## config.mk

```make
export PLATFORM = sky130hd
export DESIGN_NAME = memchk_table
export DESIGN_NICKNAME = d
export VERILOG_FILES = /design/src/rtl/memchk_pkg.sv /design/src/rtl/memchk_table.sv
export SDC_FILE = /design/constraint.sdc
export NUM_CORES = 1
export LEC_CHECK = 0
export CORE_UTILIZATION = 55
export DETAILED_ROUTE_END_ITERATION = 10
export PLACE_DENSITY = 0.8
export SLEW_MARGIN = 5
export SYNTH_ARGS = -nofsm -noshare
export SYNTH_HDL_FRONTEND = slang
export SYNTH_SLANG_ARGS = --single-unit
```

## constraint.sdc

```tcl
create_clock -name clk -period 15.6 [get_ports clk]
set_input_delay 1.56 -clock clk [delete_from_list [all_inputs] [get_ports clk]]
set_output_delay 1.56 -clock clk [all_outputs]
set_load 0.005 [all_outputs]
```

## src/rtl/memchk_pkg.sv

```systemverilog
// Shared types and constants for the memory-write checker.
package memchk_pkg;

    typedef enum logic [1:0] {
        IDLE,
        RUN,
        PASS,
        FAIL
    } state_t;

    localparam logic [1:0] FC_NONE    = 2'b00;
    localparam logic [1:0] FC_DATA    = 2'b01;
    localparam logic [1:0] FC_ADDR    = 2'b10;
    localparam logic [1:0] FC_TIMEOUT = 2'b11;

    // Index width for a table of the given depth; never narrower than one bit.
    function automatic int idx_width(input int depth);
        return (depth > 1) ? $clog2(depth) : 1;
    endfunction

endpackage

```

## src/rtl/memchk_table.sv

```systemverilog
// Expected-store table: DEPTH entries of {address, data}, one write port,
// combinational read. Contents are not reset.
module memchk_table
    import memchk_pkg::*;
#(
    parameter int WIDTH = 32,
    parameter int DEPTH = 4,
    localparam int IW = idx_width(DEPTH)
) (
    input  logic             clk,
    input  logic             we,
    input  logic [IW-1:0]    widx,
    input  logic [WIDTH-1:0] wadr,
    input  logic [WIDTH-1:0] wdata,
    input  logic [IW-1:0]    ridx,
    output logic [WIDTH-1:0] radr,
    output logic [WIDTH-1:0] rdata
);

    logic [2*WIDTH-1:0] mem [DEPTH];
    logic [2*WIDTH-1:0] entry;

    always_ff @(posedge clk) begin
        if (we && (int'(widx) < DEPTH))
            mem[widx] <= {wadr, wdata};
    end

    always_comb begin
        entry = '0;
        if (int'(ridx) < DEPTH)
            entry = mem[ridx];
    end

    assign radr  = entry[2*WIDTH-1:WIDTH];
    assign rdata = entry[WIDTH-1:0];

endmodule

```

== Word level (Yosys, flattened, before mapping) ==
Memory sizes are Yosys's and may differ from the RTL's.
Cells that the tools add are included.
Widths: inputs -> output; s select.

* Reduce and logical (&&, ||, !) cells: 0
* Div/mod/pow operators: 0
* Shift operators: 0
* Equality and inequality tests: 0
* Multiply operators: 0
* Add/subtract/negate cells: 0
* Multiplexer cells: 2
* $lt $le $gt $ge: 0
* Bitwise operators: 0

{| class="wikitable"
|+ Operators by type and width
! kind !! number
|-
| $mux 1 || 2
|}

* Bits in writable memories: 256
* Bits in read-only memories: 0
* Bits in latches: 0
* Register bits: 0
* Memories: 1
* Word-level logic and storage cells: 3
* Output and inout port bits: 64

{| class="wikitable"
|+ Memories
! name !! words !! width !! rd ports !! clocked after memory_dff !! wr ports !! RTL line !! source
|-
| mem || 4 || 64 || 1 || 0 || 1 || memchk_table.sv:20 || <nowiki>logic [2*WIDTH-1:0] mem [DEPTH];</nowiki>
|}

== Depth between registers and ports, before layout ==
* Depth after elaboration: 2
* Gate-level depth with buffers: 3
* Gate-level depth less buffers: 1

== Worst setup path after synthesis ==
Ideal clock, no wire load.

* Path kind: input to register
* Start point: in widx[0]
* End point: mem mem[0][0] (netlist bit), enable pin
* Required time: 15.021 ns
* Setup slack: 8.759 ns
* Stages: 1
* Data arrival time: 6.262 ns
* Library setup time: 0.579 ns
* Path through: nor3b_1

{| class="wikitable"
|+ RTL lines
! item !! RTL line !! source
|-
| start, declared || memchk_table.sv:12 || <nowiki>input logic [IW-1:0] widx,</nowiki>
|-
| end, declared || memchk_table.sv:20 ||
|}

No word-level cell before the write port.

== Worst setup path in the final report ==
* Start point: in ridx[0]
* End point: out rdata[21]

* Longest elaborated chain between the ends: 1

{| class="wikitable"
|+ Ends and longest elaborated chain
! item !! RTL line !! source
|-
| start, declared || memchk_table.sv:15 || <nowiki>input logic [IW-1:0] ridx,</nowiki>
|-
| $mem_v2 4x64 || n/a ||
|-
| end, declared || memchk_table.sv:17 || <nowiki>output logic [WIDTH-1:0] rdata</nowiki>
|}

No other way between the ends.

==> flow_summary.yaml <==
synthesis:
  syn-num-nets: 408
  yosysWarnings: 0
  synth.distinct_cells: 10
  synthTopCellsByCount: "edfxtp_1 (256), mux4_2 (60), buf_12 (6), buf_2 (6), mux4_1 (4)"
  synth_area_leader_cell: "edfxtp_1"
  synth.most_common_cell: "edfxtp_1"
  synth_top_area_share_pct: 82.3
  synth-seq-cells: 256
  synth_edf_count: 256
  yosys_most_used_dff: "edfxtp_1"
  netlist_instances: 338
  yosys-top-cells-area: "edfxtp_1 (82%), mux4_2 (14%), buf_12 (1.3%)"
  synth_area_um2: 9340
  seq_area_frac_synth_pct: 82.3
  async_flop_share_pct: 0
  avgSynthCellArea_um2: 27.6
worst_hold_path:
  hp-start: "wdata[12]"
  worst_hold_path.endpoint: "mem[0][12]"
  hold_class: "primary input to register"
  min_path_cells: 1
sta:
  slew_viol_final: 0
  tightest_slew_ns: 1.14
  min_period_ns: 5.41
  setup_violations: 0
  fin_ws_ns: 10.19
  hold_violations: 0
  fmax_ghz: 0.185
  rsz0062_at_grt: "no"
  finalSetupTns_ns: 0
  fin_crit_sh_pct: 34.7
  slew-limit-headroom_pct: 24.2
clock_tree:
  post-cts-setup-buffer-count: 0
  cts_max_level: 1
  cts_hold_buf: 0
  clock_path_buffers: 3
  cts.sinks: 256
  clkTransAtPathRegs_ns: 0.06
  cts.repair.resized: 0
  clk_root_buffer_cell: "clkbuf_16"
  cts_buffers: 26
  cts_tree: "yes"
final_layout:
  biggestRegsByFlops: "mem x256"
  largest_reg_flops: 256
  synthToLayoutAreaGrowth_pct: 25.0
  drive_above_1_share_pct: 21.7
  largest_register: "mem"
  num-nets-final: 558
  antennaDiodeCount: 0
  fill_cells: 999
power:
  power_mw: 1.52
  p_per_area_nw_per_um2: 130
  peakVddDrop_mv: 0.101
  power.leakage_nw: 3.75
global_route:
  antenna_found_initial: 0
  grt_pass1_wl_um: 24400
  grt_max_degree: 65
  grt_use_total_pct: 18.6
  first_global_vias: 4550
  grt_overflow: 0
setup_path:
  critPathLaunchType: "primary input"
  required_ns: 14.04
  endpoint_kind: "primary output"
  crit_arrival_ns: 3.85
  critical_path_class: "primary input to primary output"
  critPathMaxFanout: 36
placement:
  dpl_worst_slack_ns: 10.10
  portBuffers: 133
  routabilityCongestion: 0.656
floorplanning:
  row_count: 47
  dieArea_um2: 17500
  die_x_um: 132
  core_um2: 16600
  initial_core_util_pct: 56.3
  pin_count: 134
  die_y_um: 132
route:
  drt-initial-drc-count: 327
  via_per_inst: 5.66
  vias: 4119
  wl_per_cell_um: 21.7
  dr.pass1.iters: 4
  ant_nets: 0
  drc: 0
  routed_wirelength_um: 15800
outcome:
  status: "finished clean"
job:
  maxCapViolCount: 0
==> stage by stage <==
stage / utilization [%] / instances / hold slack [ns] / cell area [µm²]
2_1_floorplan: - / 338 / 1.66 / 9340
3_3_place_gp: 65.2 / 680 / 2.18 / 10800
3_5_place_dp: 65.2 / 680 / 2.20 / 10800
4_1_cts: 70.4 / 728 / 1.66 / 11700
5_1_grt: 70.4 / 728 / 1.68 / 11700
6_report: 70.4 / 728 / 1.69 / 11700
==> per-layer routing <==
metal  routed length [µm]  global-route usage (%)  up-vias
li1                     -                       -     1789
met1                 6620                    25.5     2176
met2                 7970                    30.9      130
met3                  967                    3.69       24
met4                  238                    5.17        0
met5                    0                       0        -
==> cells in the final DEF (no fill, tap or decap) <==
| master | count |
|---|---|
| mux4_1 | 4 |
| and3_4 | 1 |
| clkbuf_16 | 27 |
| inv_6 | 1 |
| clkinvlp_4 | 2 |
| clkinv_4 | 1 |
| nor3b_2 | 1 |
| clkdlybuf4s50_1 | 131 |
| and3b_4 | 2 |
| edfxtp_1 | 256 |
| bufinv_16 | 3 |
| clkinv_2 | 7 |
| clkinv_1 | 4 |
| buf_4 | 5 |
| clkbuf_1 | 3 |
| mux4_2 | 60 |
==> worst max path at each step <==
stage                     slack, ns  startpoint         to
final                         10.19     ridx[0]  rdata[21]
after global routing           9.99     ridx[0]   rdata[1]
after CTS                     10.10     ridx[0]   radr[20]
after detailed placement      10.10     ridx[0]   radr[20]
after global placement        10.10     ridx[0]   radr[20]
after floorplan                8.76     widx[0]  mem[0][0]
==> kinds of logic after synthesis <==
kind of cell	Yosys count	share of synthesized area, %
buffers and inverters	14	1.78
multiplexers	64	15.6
flip-flops	256	82.3
AND/OR/NAND/NOR	4	0.335
==> layout make-up <==
| cell class | instances | area [µm²] | share of cell area, % |
|---|---|---|---|
| Timing Repair Buffer | 136 | 1350 | 11.6 |
| Sequential cell | 256 | 7690 | 65.8 |
| Tap cell | 220 | 275 | 2.36 |
| Clock buffer | 30 | 687 | 5.88 |
| Multi-Input combinational cell | 68 | 1510 | 12.9 |
| Clock inverter | 18 | 173 | 1.48 |
==> report_power, final <==
group / internal [mW] / total (mW) / switching (mW) / leakage [nW]
clock: 0.366 / 0.607 / 0.241 / 0.421
combinational: 0.0663 / 0.110 / 0.0434 / 0.977
sequential: 0.794 / 0.801 / 0.00752 / 2.35
==> worst max-delay path: stages <==
cell and delay (ns):
buf_4 0.45, buf_4 0.69, mux4_2 0.61, clkdlybuf4s50_1 0.49
No activity file was read; power rests on OpenSTA's default activity.
